### config.mk
export PLATFORM = sky130hd
export DESIGN_NAME = bldc_commutator
export DESIGN_NICKNAME = d
export VERILOG_FILES = /design/src/rtl/mtr_pkg.sv /design/src/rtl/duty_slew.sv /design/src/rtl/bldc_commutator.sv
export SDC_FILE = /design/constraint.sdc
export NUM_CORES = 1
export LEC_CHECK = 0
export ABC_AREA = 1
export CORE_AREA = 5 5 85 87
export CTS_BUF_LIST = sky130_fd_sc_hd__clkbuf_2
export DETAILED_ROUTE_END_ITERATION = 8
export DIE_AREA = 0 0 90 92
export PLACE_DENSITY = 0.86
export SLEW_MARGIN = 20
export SYNTH_ARGS = -nofsm -noshare
export SYNTH_HDL_FRONTEND = slang
export SYNTH_SLANG_ARGS = --single-unit
### constraint.sdc
create_clock -name clk -period 8.7 [get_ports clk]
set_input_delay 1.305 -clock clk [delete_from_list [all_inputs] [get_ports clk]]
set_output_delay 1.305 -clock clk [all_outputs]
set_load 0.1 [all_outputs]
### src/rtl/mtr_pkg.sv
// Shared definitions for the BLDC commutator: coil select codes, FSM states, commutation table.
// Latency: none (types, constants and a pure combinational function).
// Backpressure: not applicable.
package mtr_pkg;

  localparam logic [1:0] SEL_COAST = 2'b00;
  localparam logic [1:0] SEL_FWD   = 2'b01;
  localparam logic [1:0] SEL_REV   = 2'b10;
  localparam logic [1:0] SEL_BRK   = 2'b11;

  typedef enum logic [1:0] {
    IDLE  = 2'd0,
    RUN   = 2'd1,
    BRAKE = 2'd2,
    STALL = 2'd3
  } mtr_state_t;

  // Per-coil select bundle, green in the top bits.
  typedef struct packed {
    logic [1:0] grn;
    logic [1:0] ylw;
    logic [1:0] blu;
  } coil_sel_t;

  // Forward commutation: hall {G,Y,B} -> coil selects. Invalid codes coast all coils.
  function automatic coil_sel_t commutate(input logic [2:0] hall);
    coil_sel_t s;
    s = '0;
    case (hall)
      3'b101:  s = '{grn: SEL_REV,   ylw: SEL_FWD,   blu: SEL_COAST};
      3'b100:  s = '{grn: SEL_REV,   ylw: SEL_COAST, blu: SEL_FWD};
      3'b110:  s = '{grn: SEL_COAST, ylw: SEL_REV,   blu: SEL_FWD};
      3'b010:  s = '{grn: SEL_FWD,   ylw: SEL_REV,   blu: SEL_COAST};
      3'b011:  s = '{grn: SEL_FWD,   ylw: SEL_COAST, blu: SEL_REV};
      3'b001:  s = '{grn: SEL_COAST, ylw: SEL_FWD,   blu: SEL_REV};
      default: s = '0;
    endcase
    return s;
  endfunction

endpackage

### src/rtl/duty_slew.sv
// Slew-limited duty register: moves toward target by at most step per enabled cycle, or loads directly.
// Latency: 1 clk from en/ld to duty.
// Backpressure: none; en and ld are single-cycle strobes, ld wins over en.
module duty_slew (
  input  logic        clk,
  input  logic        rst,
  input  logic        en,
  input  logic        ld,
  input  logic [10:0] ld_val,
  input  logic [10:0] target,
  input  logic [10:0] step,
  output logic [10:0] duty
);

  logic [11:0] tgt12;
  logic [11:0] duty12;
  logic [11:0] step12;
  logic [11:0] diff_up;
  logic [11:0] diff_dn;
  logic [11:0] up;
  logic [10:0] dn;
  logic [10:0] duty_nxt;

  // Next slewed duty, worked at 12 bits so the step cannot wrap past either rail.
  always_comb begin
    tgt12    = {1'b0, target};
    duty12   = {1'b0, duty};
    step12   = {1'b0, step};
    diff_up  = tgt12 - duty12;
    diff_dn  = duty12 - tgt12;
    up       = duty12 + step12;
    dn       = (duty > step) ? (duty - step) : 11'd0;
    duty_nxt = duty;
    if (tgt12 >= duty12) begin
      if (diff_up <= step12)   duty_nxt = target;
      else if (up > 12'h7FF)   duty_nxt = 11'h7FF;
      else                     duty_nxt = up[10:0];
    end else begin
      if (diff_dn <= step12)   duty_nxt = target;
      else                     duty_nxt = dn;
    end
  end

  // Duty register: direct load for brake/stall, slew otherwise.
  always_ff @(posedge clk) begin
    if (rst)      duty <= 11'd0;
    else if (ld)  duty <= ld_val;
    else if (en)  duty <= duty_nxt;
  end

endmodule

### src/rtl/bldc_commutator.sv
// Hall-synchronised commutation and duty sequencer with brake, stall and invalid-hall handling.
// Latency: 2 clk hall/brake synchroniser; sel/duty/stall update 1 clk after PWM_synch.
// Backpressure: none; all state advances only on the PWM_synch strobe.
module bldc_commutator
  import mtr_pkg::*;
#(
  parameter logic [10:0] DUTY_STEP     = 11'd16,
  parameter logic [10:0] BRAKE_DUTY    = 11'h600,
  parameter logic [15:0] STALL_PERIODS = 16'd2000,
  parameter logic [11:0] MIN_DRV       = 12'h020
) (
  input  logic        clk,
  input  logic        rst,
  input  logic        hallGrn,
  input  logic        hallYlw,
  input  logic        hallBlu,
  input  logic        brake_n,
  input  logic [11:0] drv_mag,
  input  logic        PWM_synch,
  output logic [10:0] duty,
  output logic [1:0]  selGrn,
  output logic [1:0]  selYlw,
  output logic [1:0]  selBlu,
  output logic        stall,
  output logic        hall_err
);

  logic [2:0]  hall_s1, hall_s2, hall_q;
  logic        brk_s1, brk_s2;
  mtr_state_t  state, nxt_state;
  logic [15:0] stall_cnt, cnt_inc;
  logic        brake, low_dmd, hall_chg, hall_bad, stall_hit;
  coil_sel_t   sel_nxt, sel_q;
  logic        slew_en, slew_ld;
  logic [10:0] slew_ld_val, slew_tgt;

  // Two-flop synchronisers; brake_n idles high so reset does not look like a brake request.
  always_ff @(posedge clk) begin
    if (rst) begin
      hall_s1 <= 3'b000;
      hall_s2 <= 3'b000;
      brk_s1  <= 1'b1;
      brk_s2  <= 1'b1;
    end else begin
      hall_s1 <= {hallGrn, hallYlw, hallBlu};
      hall_s2 <= hall_s1;
      brk_s1  <= brake_n;
      brk_s2  <= brk_s1;
    end
  end

  // Next-state decision, evaluated against the hall sample taken at this PWM boundary.
  always_comb begin
    brake     = ~brk_s2;
    low_dmd   = (drv_mag <= MIN_DRV);
    hall_chg  = (hall_s2 != hall_q);
    hall_bad  = (hall_s2 == 3'b000) || (hall_s2 == 3'b111);
    cnt_inc   = (stall_cnt >= STALL_PERIODS) ? STALL_PERIODS : stall_cnt + 16'd1;
    // A hall edge in the threshold period clears the count, so it never stalls.
    stall_hit = !hall_chg && (cnt_inc >= STALL_PERIODS);
    nxt_state = state;
    case (state)
      IDLE: begin
        if (brake)         nxt_state = BRAKE;
        else if (!low_dmd) nxt_state = RUN;
      end
      RUN: begin
        if (brake)                           nxt_state = BRAKE;
        else if (low_dmd && duty == 11'd0)   nxt_state = IDLE;
        else if (stall_hit)                  nxt_state = STALL;
      end
      BRAKE: begin
        if (!brake)        nxt_state = IDLE;
      end
      STALL: begin
        if (brake)         nxt_state = BRAKE;
        else if (low_dmd)  nxt_state = IDLE;
      end
      default:             nxt_state = IDLE;
    endcase
  end

  // Coil selects and duty control follow the state being entered at this boundary.
  always_comb begin
    sel_nxt = '0;
    if (nxt_state == RUN)
      sel_nxt = commutate(hall_s2);
    else if (nxt_state == BRAKE)
      sel_nxt = '{grn: SEL_BRK, ylw: SEL_BRK, blu: SEL_BRK};
    slew_ld     = PWM_synch && (nxt_state == BRAKE || nxt_state == STALL || state == BRAKE);
    slew_ld_val = (nxt_state == BRAKE) ? BRAKE_DUTY : 11'd0;
    slew_en     = PWM_synch && (nxt_state == IDLE || nxt_state == RUN);
    slew_tgt    = (nxt_state == RUN) ? drv_mag[11:1] : 11'd0;
  end

  // Sequencer: state, hall latch, stall counter and registered outputs, advanced per PWM period.
  always_ff @(posedge clk) begin
    if (rst) begin
      state     <= IDLE;
      hall_q    <= 3'b000;
      stall_cnt <= 16'd0;
      sel_q     <= '0;
      stall     <= 1'b0;
      hall_err  <= 1'b0;
    end else if (PWM_synch) begin
      state  <= nxt_state;
      hall_q <= hall_s2;
      sel_q  <= sel_nxt;
      stall  <= (nxt_state == STALL);
      if (hall_bad)
        hall_err <= 1'b1;
      if (state == RUN && nxt_state == RUN)
        stall_cnt <= hall_chg ? 16'd0 : cnt_inc;
      else
        stall_cnt <= 16'd0;
    end
  end

  duty_slew u_duty_slew (
    .clk    (clk),
    .rst    (rst),
    .en     (slew_en),
    .ld     (slew_ld),
    .ld_val (slew_ld_val),
    .target (slew_tgt),
    .step   (DUTY_STEP),
    .duty   (duty)
  );

  assign selGrn = sel_q.grn;
  assign selYlw = sel_q.ylw;
  assign selBlu = sel_q.blu;

endmodule

==> run metrics <==
outcome finished, final reports clean; layout cell share with drive strength beyond 1 6.30%; routed len/inst 14.1 um; clock sinks 48; Hold WS a little over 0.4 ns; Critical Path Start drv_mag[4]; Die ar. 0.00828 mm^2; pwr/cell area 222 mW/mm^2; synthesis-stage register bit count 48; RSZ-0062 raised after global routing no; Synth Instances 624; TritonCTS buffer count 5; CP Class in -> reg; Antenna diodes 0; Seq/Total Area, Yosys about a quarter; clk root buf clkbuf_2; complex-gate fraction of the synthesized area 16.1%; worst-case vdd ir drop 0.000144 V; Post-Route Utilization 70.6%; Crit path top cell by count nand2_1; CTS tree yes; Starting Density 63.0%; port buffer count 37; vias in the first global route 3784; setup TNS 0 ns; vias after detailed routing 4036; startpoint types input port; WL final 10.3 mm; Final Hold Vio Count 0; Worst R2R Setup Slack 3.25 ns; largest net degree at the start of global routing 39; Reg2Reg Depth 30; 1st-iter DRT viols 247; pins over their slew limit 0; remaining antenna violation count after routing 0; Final HPWL DP 8.04 mm; Hold WC Path Type reg -> reg; die width 90 um; simple logic cell fraction of the synthesized area between 30% and 40%; LEAKAGE approximately 2.1 nW; Syn Area/Cell approximately 6.3 um^2; grt total ovfl 0; clk buf depth 2; Syn-to-layout area delta 12.0%; fmax 171 MHz; Crit Reg-Reg Endpoint u_duty_slew.duty[1]; Critical Path RT roughly 9.1 ns; clock latency on the worst-skew pair 0.44 ns; # nets final 700; Primary FF master, synth dfxtp_1; Crit path largest cell delay 0.52 ns; largest family of logic cells by synthesized area simple AND/OR/NAND/NOR gates; first-pass GRT wire length around 17 mm; drt pass-1 iters 5; Slew @ Worst Pin 0.982 ns; reg2reg start u_duty_slew.duty[4]; Yosys Warn Count 0; synth unique cells 41; Clk pin slew, worst setup/hold paths 0.25 ns; total setup buffers inserted after CTS 0; chip height 92 um; Post-Synth XOR/XNOR Area between 5 and 6%; final setup fails 0; core area 0.00628 mm^2; post-synthesis mux area share 0%; DR vias/cell 5.54; Tot GR Track Use 24.4%; end of the critical path u_duty_slew.duty[1]; hold_buf cts 0; total power 0.000984 W; relative slew slack 34.4%; Synthesized Nets 673; CP Capture Type register; row count 29; Post-CTS Resized 0; DR DRC count 0; Clock H-tree levels 2; Max Clock Skew 0.0158 ns; initial antenna violation count 0; I/O pin cnt 38; Synth async-reset ratio 0%; Max-Cap Viols 0; worst path arrival time 6.26 ns; Adder-Cell Fraction of Synth Area 9.49%; Post-synth EDFFs 0; Crit Path Max Fanout 17; Final min period around 5.9 ns; GP Congestion 1.00; Final period util between 60 and 70%; Worst path slowest cell clkdlybuf4s50_1; mapped cell area a little under 0.004 mm^2
[worst max-delay path, delay by kind of cell]
family                   cells  cell delay [ns]
AND/OR/NAND/NOR             20             2.62
buffers and inverters        4             1.11
AO/OA/AOI/OAI                4             0.72
adder cells (fa/ha/maj)      1             0.33
XOR/XNOR                     1             0.17
[cell usage in the layout (no fill, tap or decap), drive strengths merged, types with 17 or more instances in the layout]
cell / n
o21ai: 36
a21oi: 55
xor2: 17
nor2: 68
clkdlybuf4s50: 37
nand2: 165
dfxtp: 48
ha: 30
inv: 81
nand3: 50
[where the power goes]
| group | switching, W | total [W] | internal (W) | leakage, nW |
|---|---|---|---|---|
| Sequential | 0.0000262 | 0.000263 | 0.000236 | 0.393 |
| Clock | 0.0000754 | 0.000151 | 0.0000757 | 0.0490 |
| Combinational | 0.000391 | 0.000570 | 0.000180 | 1.67 |
| Total | 0.000492 | 0.000984 | 0.000492 | 2.11 |
[kinds of logic (layout without fill, tap and decap cells)]
family	Yosys count	in the layout
simple gates	307	307
buf+inv	100	127
flops	48	48
fa+ha+maj	30	30
xor+xnor	24	24
compound gates	115	115
[state kept, by name (all words and copies together), names as in the netlist, 2 cells and up]
name,cells
hall_s1,3
u_duty_slew.duty,11
selYlw,2
state,2
hall_s2,3
hall_q,3
selGrn,2
selBlu,2
stall_cnt,16
[cell usage after synthesis (all sizes together), types with 8 or more instances]
cell type | count | area [um^2]
nand2 | 165 | 647
inv | 81 | 304
nor2 | 68 | 295
a21oi | 55 | 287
nand3 | 50 | 285
dfxtp | 48 | 961
o21ai | 36 | 180
ha | 30 | 375
xor2 | 17 | 149
clkbuf | 10 | 40.0
nand4 | 9 | 62.6
buf | 8 | 43.8
[final cells by class]
type,count,area (um^2)
clock buffer,5,25.0
clock inverter,2,60.1
fill,543,1850
inverter,82,308
multi-input combinational,476,2600
sequential,48,961
tap,77,96.3
timing repair buffer,38,378
[metrics by stage]
stage | cell area [um^2] | instances | worst slack, ns
floorplan | 3960 | 624 | 3.58
global placement | 4350 | 721 | 2.70
detailed placement | 4350 | 721 | 2.51
CTS | 4430 | 728 | 2.91
global route | 4430 | 728 | 2.33
finish | 4430 | 728 | 2.83
[layer usage]
| metal | GRT usage [%] | wire [um] |
|---|---|---|
| met4 | 8.93 | 244 |
| met1 | 30.5 | 4460 |
| met3 | 3.44 | 470 |
| met2 | 42.7 | 5110 |
| met5 | 0 | 0 |
[worst min-delay path by stage]
stage,startpoint,end,slack [ns],cells after the start
2_1_floorplan,hall_s1[0],hall_s2[0],0.39,2
3_3_place_gp,hall_s1[2],hall_s2[2],0.39,2
3_5_place_dp,hall_s1[1],hall_s2[1],0.40,2
4_1_cts,hall_s1[1],hall_s2[1],0.42,2
5_1_grt,hall_s1[1],hall_s2[1],0.39,2
6_report,hall_s1[1],hall_s2[1],0.41,2
(Power assumes the default switching activity.)
